$ cat config.mk
export PLATFORM = sky130hd
export DESIGN_NAME = alu_mc
export DESIGN_NICKNAME = d
export VERILOG_FILES = /design/src/rtl/alu_mc.sv
export SDC_FILE = /design/constraint.sdc
export NUM_CORES = 1
export LEC_CHECK = 0
export ABC_CLOCK_PERIOD_IN_PS = 5200
export CORE_UTILIZATION = 40
export CTS_BUF_LIST = sky130_fd_sc_hd__clkbuf_16
export DETAILED_ROUTE_END_ITERATION = 12
export MAX_ROUTING_LAYER = met4
export SETUP_SLACK_MARGIN = 0.5
export SLEW_MARGIN = 20
export SYNTH_ARGS = -nofsm -noshare
export SYNTH_HDL_FRONTEND = slang
export SYNTH_SLANG_ARGS = --single-unit
$ cat constraint.sdc
create_clock -name clk -period 5.2 [get_ports clk]
set_input_delay 0.52 -clock clk [delete_from_list [all_inputs] [get_ports clk]]
set_output_delay 0.52 -clock clk [all_outputs]
set_load 0.05 [all_outputs]
$ cat src/rtl/alu_mc.sv
// Multi-cycle ALU: single-cycle logic/arithmetic commands and an iterative
// shift-add multiply, with registered result, NZCV flags, busy and done.
module alu_mc #(
   parameter int unsigned WIDTH  = 32,
   parameter bit          MUL_EN = 1'b1
) (
   input  logic             clk,
   input  logic             rst_n,
   input  logic             start,
   input  logic [3:0]       exe_cmd,
   input  logic             s_bit,
   input  logic [WIDTH-1:0] val1,
   input  logic [WIDTH-1:0] val2,
   output logic [WIDTH-1:0] alu_res,
   output logic [3:0]       status,
   output logic             busy,
   output logic             done
);

   localparam int unsigned CW = $clog2(WIDTH);

   typedef enum logic [3:0] {
      CMD_MOV = 4'd1,
      CMD_ADD = 4'd2,
      CMD_ADC = 4'd3,
      CMD_SUB = 4'd4,
      CMD_SBC = 4'd5,
      CMD_AND = 4'd6,
      CMD_ORR = 4'd7,
      CMD_EOR = 4'd8,
      CMD_MVN = 4'd9,
      CMD_MUL = 4'd10
   } cmd_t;

   typedef enum logic {IDLE, MUL} state_t;

   state_t           state;
   logic [WIDTH-1:0] mcand;
   logic [WIDTH-1:0] mplier;
   logic [WIDTH-1:0] acc;
   logic [CW-1:0]    cnt;
   logic             mul_s;

   logic [WIDTH-1:0] op_b;
   logic [WIDTH-1:0] res;
   logic [WIDTH:0]   sum;
   logic             cin;
   logic             arith;
   logic             valid;
   logic             v_new;
   logic [WIDTH-1:0] acc_next;

   // Subtraction reuses the adder as val1 + ~val2 + cin, so the carry out
   // is directly the NOT-borrow flag.
   always_comb begin
      op_b  = val2;
      cin   = 1'b0;
      res   = '0;
      arith = 1'b0;
      valid = 1'b1;
      case (exe_cmd)
         CMD_MOV: res = val2;
         CMD_MVN: res = ~val2;
         CMD_ADD: arith = 1'b1;
         CMD_ADC: begin
            arith = 1'b1;
            cin   = status[1];
         end
         CMD_SUB: begin
            arith = 1'b1;
            op_b  = ~val2;
            cin   = 1'b1;
         end
         CMD_SBC: begin
            arith = 1'b1;
            op_b  = ~val2;
            cin   = status[1];
         end
         CMD_AND: res = val1 & val2;
         CMD_ORR: res = val1 | val2;
         CMD_EOR: res = val1 ^ val2;
         default: valid = 1'b0;
      endcase
      sum = {1'b0, val1} + {1'b0, op_b} + {{WIDTH{1'b0}}, cin};
      if (arith) res = sum[WIDTH-1:0];
      v_new = (val1[WIDTH-1] == op_b[WIDTH-1]) && (sum[WIDTH-1] != val1[WIDTH-1]);
   end

   always_comb begin
      acc_next = acc + (mplier[0] ? mcand : '0);
   end

   always_ff @(posedge clk or negedge rst_n) begin
      if (!rst_n) begin
         state   <= IDLE;
         alu_res <= '0;
         status  <= 4'b0000;
         busy    <= 1'b0;
         done    <= 1'b0;
         cnt     <= '0;
         mcand   <= '0;
         mplier  <= '0;
         acc     <= '0;
         mul_s   <= 1'b0;
      end else begin
         done <= 1'b0;
         case (state)
            IDLE: begin
               if (start) begin
                  if (MUL_EN && exe_cmd == CMD_MUL) begin
                     mcand  <= val1;
                     mplier <= val2;
                     acc    <= '0;
                     cnt    <= '0;
                     mul_s  <= s_bit;
                     busy   <= 1'b1;
                     state  <= MUL;
                  end else begin
                     done    <= 1'b1;
                     alu_res <= res;
                     if (s_bit && valid) begin
                        status[3] <= res[WIDTH-1];
                        status[2] <= (res == '0);
                        if (arith) status[1:0] <= {sum[WIDTH], v_new};
                     end
                  end
               end
            end
            MUL: begin
               acc    <= acc_next;
               mcand  <= mcand << 1;
               mplier <= mplier >> 1;
               cnt    <= cnt + 1'b1;
               // Final step: the product is taken from acc_next so the result
               // lands in the same cycle busy falls.
               if (cnt == CW'(WIDTH - 1)) begin
                  state   <= IDLE;
                  busy    <= 1'b0;
                  done    <= 1'b1;
                  alu_res <= acc_next;
                  if (mul_s) status[3:2] <= {acc_next[WIDTH-1], acc_next == '0};
               end
            end
            default: state <= IDLE;
         endcase
      end
   end

endmodule

==> results of run 1 <==
-- sequential cells by signal, indices dropped and copies added (netlist names) --
signal / cells
mcand: 32
busy: 1
state: 1
alu_res: 32
done: 1
status: 4
mul_s: 1
cnt: 5
mplier: 32
acc: 32
-- layout make-up --
class                           count  area, sq um
Sequential cell                   141         3530
Tap cell                          396          495
Clock buffer                       17          425
Multi-Input combinational cell   1339         8490
Inverter                           95          357
Antenna cell                        2         5.00
Clock inverter                     15          153
Fill cell                        3110        16200
Timing Repair Buffer              142         1370
-- synthesized netlist by cell type, types with 17 or more instances --
master    count  area, sq um
nand4_1      21          131
a21oi_1     184          921
nand2_1     223          837
clkbuf_1     90          338
ha_1        128         1600
xnor2_1      62          543
o211ai_1     25          188
o21a_1       17          128
nor2_1      164          616
o21ai_0     174          871
nand3_1      27          135
and2_1       36          225
nor3_1       19         95.1
a21o_1       22          165
xor2_1       23          201
a221oi_1     17          149
inv_1        95          357
dfrtp_1     141         3530
-- logic make-up after synthesis --
| kind of cell | count (synthesis) | synth area share [%] |
|---|---|---|
| AOI/OAI and AO/OA | 558 | 26.5 |
| and+or+nand+nor | 554 | 20.0 |
| DFF | 141 | 27.7 |
| xor gates and xnor gates | 85 | 5.84 |
| muxes | 11 | 0.903 |
| adders and majority gates | 131 | 13.0 |
| buffers and inverters | 201 | 6.04 |
-- power by group --
part	total, mW	internal, mW	switching, mW	leakage (nW)
registers	1.86	1.54	0.318	1.81
logic	3.10	1.10	2.00	4.49
clock network	1.24	0.675	0.567	0.279
total	6.20	3.32	2.88	6.58
-- per-stage QoR --
stage	hold slack [ns]	area, sq um	worst slack, ns	utilization (%)
after floorplan	0.224	12800	0.529	-
after CTS	0.220	14800	0.720	47.8
after global routing	0.255	14800	0.550	47.8
after global placement	0.463	14200	0.309	45.9
after detailed placement	0.469	14200	0.257	45.9
final	0.174	14800	0.780	47.8
-- layer usage --
layer,global-route usage [%],vias to the layer above,wire [um]
li1,-,6052,-
met3,3.66,50,2110
met2,38.7,352,18100
met1,39.2,5916,21400
met5,-,-,0
met4,7.66,0,760
-- worst paths after layout --
check	from	cells past startpoint	end	slack [ns]
worst max-delay path	exe_cmd[2]	17	alu_res[28]$_DFFE_PN0P_	0.78
worst min-delay path	rst_n	1	acc[1]$_DFFE_PN0P_	0.17
worst max register to register	mplier[0]$_DFFE_PN0P_	14	status[2]$_DFFE_PN0P_	1.05
worst min register to register	mplier[4]$_DFFE_PN0P_	2	mplier[3]$_DFFE_PN0P_	0.48
max in group asynchronous	rst_n	2	alu_res[29]$_DFFE_PN0P_	3.84
min in group clk	mplier[4]$_DFFE_PN0P_	2	mplier[3]$_DFFE_PN0P_	0.48
-- critical path, cell delays in order --
cell and delay [ns]:
clkdlybuf4s50_1 0.49, nor2b_1 0.19, nor2b_4 0.21, buf_12 0.24, xnor2_1 0.15, ha_1 0.36, a21oi_1 0.21, o221ai_1 0.15
a311o_1 0.38, a311o_1 0.36, a41o_1 0.24, a21o_1 0.21, xnor2_1 0.15, o211ai_1 0.12, or4b_1 0.52, a21oi_1 0.16
nor3_1 0.07
-- timing repair --
item	CTS	global route
endpoints found under the setup margin	0	1
gates resized for setup	0	2
hold buffers	0	0
setup buffers	0	0
==> results.toml, run 1 <==
[clock_tree]
clk_pin_slew_ns = 0.07
cts.sinks = 141
cts_root_buf = "clkbuf_16"
worstSkewPairLatency_ns = 0.45
cts_tree = "yes"
clockBufferDepth = 2
numCtsBuffers = 17
htreeDepth = 4

[synth]
yosysWarnings = 0
ys_seq_elements = 141
synth-edff-count = 0
synth-main-ff-cell = "dfrtp_1"
synth.distinct_cells = 79
syn_nets = 1884
syn_avg_cell_area_sq_um = 7.58
synth_seq_area_share_pct = 27.7
synth-async-reset-ratio_pct = 100
synthCells = 1681
netlist_area_sq_um = 12700

[placed_design]
port_buffers = 109
gp_congestion = 0.890
dp.cells = 2113
hpwl_mm = 32.3

[cells_and_area]
fin_nets = 1939
layout-drive-gt1-share_pct = 5.66
area_growth_syn_to_layout_pct = 16.3
final_cells = 2147
final_common_cell = "nand2_1"
mostFrequentLayoutCells = "222 x nand2_1, 184 x a21oi_1, 173 x o21ai_0"

[detailed_routing]
vias_per_cell = 5.76
wl_per_cell_um = 19.7
num_vias = 12400
drc = 0
totalWireLength_mm = 42.3
postRouteAntennaNets = 0
drtPass1Iterations = 5
first_iter_violations = 959

[timing]
rsz0062_at_grt = "no"
fin_crit_sh_pct = 85.0
hold_viol = 0
finalCriticalPeriod_ns = 4.42
fmax_mhz = 226
finalSetupViolations = 0
tightest_slew_ns = 0.912
fin_setup_tns_ns = 0
skew_ns = 0.00728
final_max_slew_viol_count = 0
max-slew-margin-rel_pct = 39.2

[floorplanning]
num_rows = 64
core_area_sq_um = 31000
dieHeight_um = 181
io_pins = 110
fp.dieArea_sq_um = 32600
die_w_um = 181
initial_core_util_pct = 41.1

[worst_setup_path]
worstPathArrival_ns = 4.76
crit_type = "input pin to register"
cp.required_ns = 5.54
start_kind = "input pin"
end_kind = "register"
cp_max_fo = 31

[power_and_ir_drop]
cellPowerDensity_nw_per_um2 = 418
power.leakage_nw = 6.58
total_power_mw = 6.20
ir_drop_uv = 256

[global_route]
grt_pass1_vias = 11600
grtUsageTotal_pct = 27.0
grt_first_pass_wirelength_mm = 66.0
grt_max_degree = 100
antenna_found_initial = 2
grt_overflow = 0

[outcome]
status = "finished, final reports clean"

[worst_hold_path]
hold_path_class = "input pin to async pin"

[job]
drv_cap = 0
Power figures use the tool's default switching activity.
==> inputs of run 2 (changes only) <==
ABC_CLOCK_PERIOD_IN_PS = 3800   (was 5200)
clock period = 3.8 ns   (was 5.2 ns; I/O delays follow)
==> run 2 against run 1 <==
Against the previous run:
- the run now ends with negative setup slack left
- utilization is 9.6 points higher
- register-to-register slack worse by 1.2 ns
- clock power is 41% higher
- count of clock-buffer cells in the layout stayed put
- sequential share of layout area is 4.0 points lower
- clock skew is 0.0030 ns higher
- critical endpoint unchanged
- largest cell class unchanged
==> results.toml, run 2 (synthesized netlist as in run 1, its figures left out) <==
[timing]
rsz0062_at_grt = "yes"
fin_crit_sh_pct = 105
fmax_mhz = 252
max-slew-margin-rel_pct = 41.5
tightest_slew_ns = 0.878
finalCriticalPeriod_ns = 3.97
skew_ns = 0.0103
hold_viol = 0
finalWorstSetupSlack_ns = -0.172
fin_setup_tns_ns = -0.333
finalSetupViolations = 2
final_max_slew_viol_count = 0

[clock_tree]
htreeDepth = 4
numCtsBuffers = 17
clockBufferDepth = 2
cts.sinks = 141
cts_tree = "yes"
clk_pin_slew_ns = 0.07
worstSkewPairLatency_ns = 0.46
cts_root_buf = "clkbuf_16"
hold_buffers = 0

[global_route]
grt_overflow = 0
grt_pass1_vias = 13000
antenna_found_initial = 1
grt_max_degree = 203
grtUsageTotal_pct = 28.9
grt_first_pass_wirelength_mm = 71.6

[worst_setup_path]
worstPathArrival_ns = 4.32
crit_type = "register to register"
start_kind = "register"
cp_cell_sequence = "o21ai_2, a21oi_2, fa_2, inv_2, fa_2, nand2b_4, a21oi_4, a311o_1, a311o_1, a41o_1, a21o_1, xnor2_1, o211ai_1, or4b_4, a21oi_2, nor3_1"
crit_cells = 16
path_buf_inv = 1
r2r_cells = 16
cp.required_ns = 4.15
cp_max_fo = 4
crit_family = "compound AO/OA/AOI/OAI gates"
end_kind = "register"
max_stage_delay_ns = 0.59
crit_slowest_cell = "or4b_4"

[power_and_ir_drop]
intPower_mw = 5.16
switchingPower_mw = 4.33
power_frac_clock_pct = 18.4
ir_drop_uv = 390
power.leakage_nw = 8.16
power_frac_seq_pct = 26.5
cellPowerDensity_nw_per_um2 = 533
p_comb_share_pct = 55.0
p_sw_share_pct = 45.6

[cells_and_area]
final_common_cell = "buf_4"
mostFrequentLayoutCells = "292 x buf_4, 218 x nand2_1, 158 x nor2_1"
area_growth_syn_to_layout_pct = 39.7
stdcell_area_sq_um = 17800
layout-drive-gt1-share_pct = 24.6
fin_nets = 2222
fill_cells = 2840
finish.utilization_pct = 57.4

[placed_design]
port_buffers = 109
hpwl_mm = 34.3
gp_congestion = 0.945
place_area_sq_um = 16100

[floorplanning]
num_rows = 64
io_pins = 110
die_w_um = 181
initial_core_util_pct = 41.1
dieHeight_um = 181
core_area_sq_um = 31000
fp.dieArea_sq_um = 32600

[detailed_routing]
vias_per_cell = 5.53
first_iter_violations = 1047
drtPass1Iterations = 5
num_vias = 13400
wl_per_cell_um = 18.7
postRouteAntennaNets = 0
drc = 0
totalWireLength_mm = 45.5

[outcome]
status = "finished with violations"
violations = "negative setup slack"

[worst_hold_path]
hold_path_class = "input pin to async pin"

[job]
drv_cap = 0
## run 2: cell count changes in the layout (fill, tap and decap cells not counted), moves of 10 or more
| cell | change |
|---|---|
| buf_4 | +261 |
| a21oi_2 | +30 |
| buf_6 | +14 |
| o21ai_0 | -24 |
| o21ai_1 | +11 |
| a21oi_1 | -34 |
| ha_1 | -10 |
| o21ai_2 | +13 |
## run 2: path summary, 6_finish.rpt
check / end / from / slack, ns
min in group clk: mplier[27]$_DFFE_PN0P_ / mplier[28]$_DFFE_PN0P_ / 0.49
max in group asynchronous: mcand[23]$_DFFE_PN0P_ / rst_n / 2.95
hold / removal: cnt[2]$_DFFE_PN0P_ / rst_n / 0.007
setup / recovery: alu_res[28]$_DFFE_PN0P_ / status[1]$_DFFE_PN0P_ / -0.17
setup reg to reg: alu_res[28]$_DFFE_PN0P_ / status[1]$_DFFE_PN0P_ / -0.17
hold reg to reg: mplier[27]$_DFFE_PN0P_ / mplier[28]$_DFFE_PN0P_ / 0.49
## run 2: metal layers
| layer | wire (um) | vias to the layer above | GRT usage, % |
|---|---|---|---|
| met5 | 0 | - | - |
| met4 | 707 | 0 | 6.77 |
| met3 | 1870 | 49 | 3.15 |
| met2 | 20500 | 336 | 43.4 |
| met1 | 22400 | 6444 | 41.3 |
| li1 | - | 6612 | - |
## run 2: layout make-up
| class | instances | area (sq um) | area share, % |
|---|---|---|---|
| antenna | 1 | 2.50 | 0.0141 |
| clock buffer | 17 | 425 | 2.39 |
| clock inverter | 15 | 186 | 1.05 |
| inverter | 95 | 357 | 2.00 |
| multi-input combinational | 1339 | 9150 | 51.4 |
| sequential | 141 | 3530 | 19.8 |
| tap | 396 | 495 | 2.78 |
| timing repair buffer | 425 | 3650 | 20.5 |
## run 2: metrics by stage
step                hold slack, ns  instances  power [mW]  setup slack, ns
finish                     0.00708       2429        9.49           -0.172
global route                 0.105       2429        10.1           -0.315
CTS                         0.0579       2418        9.33           -0.118
detailed placement           0.474       2351        7.26           -0.829
global placement             0.463       2351        7.18           -0.787
floorplan                   0.0844       1681        5.43           -0.482
## run 2: what timing repair did
action,4_1_cts,5_1_grt
resized for setup,124,58
setup endpoints to repair,37,35
buffers inserted,34,10
cloned,1,0
pin swaps,65,35
## run 2: power by group through the flow
stage / Sequential (mW) / Clock (mW) / Combinational, mW
floorplan: 3.04 / 0 / 2.38
global placement: 2.51 / 0 / 4.67
detailed placement: 2.53 / 0 / 4.74
CTS: 2.52 / 1.79 / 5.03
global route: 2.59 / 1.84 / 5.67
finish: 2.52 / 1.75 / 5.22
## run 2: worst reg2reg max path, stage by stage (launching register included)
cell	delay (ns)
dfrtp_2	0.46
o21ai_2	0.17
a21oi_2	0.08
fa_2	0.35
inv_2	0.07
fa_2	0.21
nand2b_4	0.15
a21oi_4	0.06
a311o_1	0.43
a311o_1	0.38
a41o_1	0.23
a21o_1	0.19
xnor2_1	0.17
o211ai_1	0.14
or4b_4	0.59
a21oi_2	0.14
nor3_1	0.06
==> inputs of run 3 (changes only) <==
CORE_ASPECT_RATIO = 1.1   (was not set)
==> run 3 against run 2 <==
Against the previous run:
- the flow finishes with violations (negative hold slack, negative setup slack)
- die area about the same
- critical path depth unchanged
- register-to-register slack got worse by 0.06 ns
- power increased by 0.62%
==> results.toml, run 3 (synthesized netlist as in run 1, its figures left out) <==
[clock_tree]
cts_tree = "yes"
clockBufferDepth = 2
clk_pin_slew_ns = 0.06
htreeDepth = 4
cts_root_buf = "clkbuf_16"
numCtsBuffers = 17
cts.sinks = 141
worstSkewPairLatency_ns = 0.44

[placed_design]
gp_congestion = 0.938
dp_slack_ns = -0.849
port_buffers = 109
hpwl_mm = 33.4
place_area_sq_um = 16200

[global_route]
antenna_found_initial = 0
grt_first_pass_wirelength_mm = 69.6
grt_overflow = 0
grt_max_degree = 109
grtUsageTotal_pct = 28.5
grt_pass1_vias = 13000

[detailed_routing]
num_vias = 13500
postRouteAntennaNets = 0
first_iter_violations = 976
wl_per_cell_um = 18.3
drc = 0
drtPass1Iterations = 5
vias_per_cell = 5.49
totalWireLength_mm = 44.9

[power_and_ir_drop]
ir_drop_uv = 314
power.leakage_nw = 8.27
total_power_mw = 9.55
cellPowerDensity_nw_per_um2 = 524

[cells_and_area]
stdcell_area_sq_um = 18200
layout-drive-gt1-share_pct = 25.7
fin_nets = 2222
area_growth_syn_to_layout_pct = 43.0
diodes = 0
final_common_cell = "buf_4"
mostFrequentLayoutCells = "282 x buf_4, 214 x nand2_1, 158 x nor2_1"

[timing]
tightest_slew_ns = 1.03
hold_ws_ns = -0.00256
finalWorstSetupSlack_ns = -0.227
max-slew-margin-rel_pct = 31.6
finalCriticalPeriod_ns = 4.03
finalSetupViolations = 4
fin_crit_sh_pct = 106
final_max_slew_viol_count = 0
skew_ns = 0.0119
hold_viol = 2
rsz0062_at_grt = "yes"
fmax_mhz = 248

[worst_setup_path]
crit_type = "register to register"
regToRegStartpoint = "status[1]$_DFFE_PN0P_"
crit_slowest_cell = "or4b_4"
worstPathArrival_ns = 4.35
end_kind = "register"
max_stage_delay_ns = 0.60
cp_max_fo = 3
startpoint = "status[1]$_DFFE_PN0P_"
cp_cell_sequence = "o21ai_2, a21oi_2, fa_2, inv_2, fa_2, nand2b_4, a21oi_4, a311o_1, a311o_1, a41o_1, a21o_1, xnor2_1, o211ai_1, or4b_4, a21oi_2, nor3_1"
start_kind = "register"
cp.required_ns = 4.12
path_buf_inv = 1
crit_family = "compound AO/OA/AOI/OAI gates"

[job]
drv_cap = 0

[floorplanning]
dieHeight_um = 189
num_rows = 68
initial_core_util_pct = 40.6
io_pins = 110
fp.dieArea_sq_um = 32600
die_w_um = 172
core_area_sq_um = 31400

[outcome]
status = "finished with violations"
violations = "negative hold slack, negative setup slack"

[worst_hold_path]
hold_path_class = "input pin to async pin"
## run 3: cell count changes in the layout (fill, tap and decap cells not counted), moves of 5 or more
cell | previous run | this run
a21oi_2 | 32 | 24
a21oi_4 | 4 | 12
buf_4 | 292 | 282
buf_6 | 15 | 25
clkinv_8 | 6 | 0
ha_1 | 118 | 113
ha_4 | 4 | 10
xnor2_1 | 55 | 44
xnor2_2 | 6 | 15
## run 3: worst register-to-register path, cell delays in order (launching register included)
cell,delay (ns)
dfrtp_2,0.45
o21ai_2,0.16
a21oi_2,0.09
fa_2,0.37
inv_2,0.07
fa_2,0.19
nand2b_4,0.14
a21oi_4,0.06
a311o_1,0.43
a311o_1,0.33
a41o_1,0.24
a21o_1,0.21
xnor2_1,0.19
o211ai_1,0.16
or4b_4,0.60
a21oi_2,0.14
nor3_1,0.07
## run 3: metrics by stage
step	cells	TNS [ns]	utilization [%]
detailed placement	2381	-8.93	51.6
floorplan	1681	-0.658	-
CTS	2435	-0.435	55.8
global placement	2381	-7.96	51.6
finish	2452	-0.512	58.0
global route	2452	-1.04	58.0
## run 3: repair_timing
action | 4_1_cts | 5_1_grt
pin swaps | 73 | 80
buffers inserted | 20 | 17
hold buffers | 0 | 0
resized for setup | 135 | 111
setup endpoints to repair | 37 | 32
cloned | 2 | 0
## run 3: routing by layer
| metal | track usage [%] | vias to the layer above | share of wire (%) |
|---|---|---|---|
| met5 | - | - | 0 |
| met4 | 8.88 | 0 | 2.5 |
| met3 | 3.05 | 64 | 4.7 |
| met2 | 43.2 | 388 | 45 |
| met1 | 39.6 | 6418 | 47 |
| li1 | - | 6599 | - |
## run 3: power by group
group          switching (mW)  leakage, nW  internal [mW]
Sequential              0.404         1.81           2.11
Combinational            3.11         6.17           2.23
Clock                   0.730        0.288          0.966
Total                    4.24         8.27           5.31
## run 3: area by class of cell
type	count	area, sq um
well taps	420	526
inverters	95	357
clock inverters	15	146
multi-input cells	1339	9530
repair buffers	425	3710
clock buffers	17	425
flip-flops and latches	141	3530
fillers	2864	13200
## run 3: final timing paths
check                           cells past startpoint  slack (ns)                       to
min in group clk                                    1        0.49  alu_res[17]$_DFFE_PN0P_
worst min-delay path                                1      -0.003      acc[24]$_DFFE_PN0P_
worst min register to register                      1        0.49  alu_res[17]$_DFFE_PN0P_
worst max register to register                     16       -0.23  alu_res[28]$_DFFE_PN0P_
max in group asynchronous                           2        2.85      acc[20]$_DFFE_PN0P_
worst max-delay path                               16       -0.23  alu_res[28]$_DFFE_PN0P_
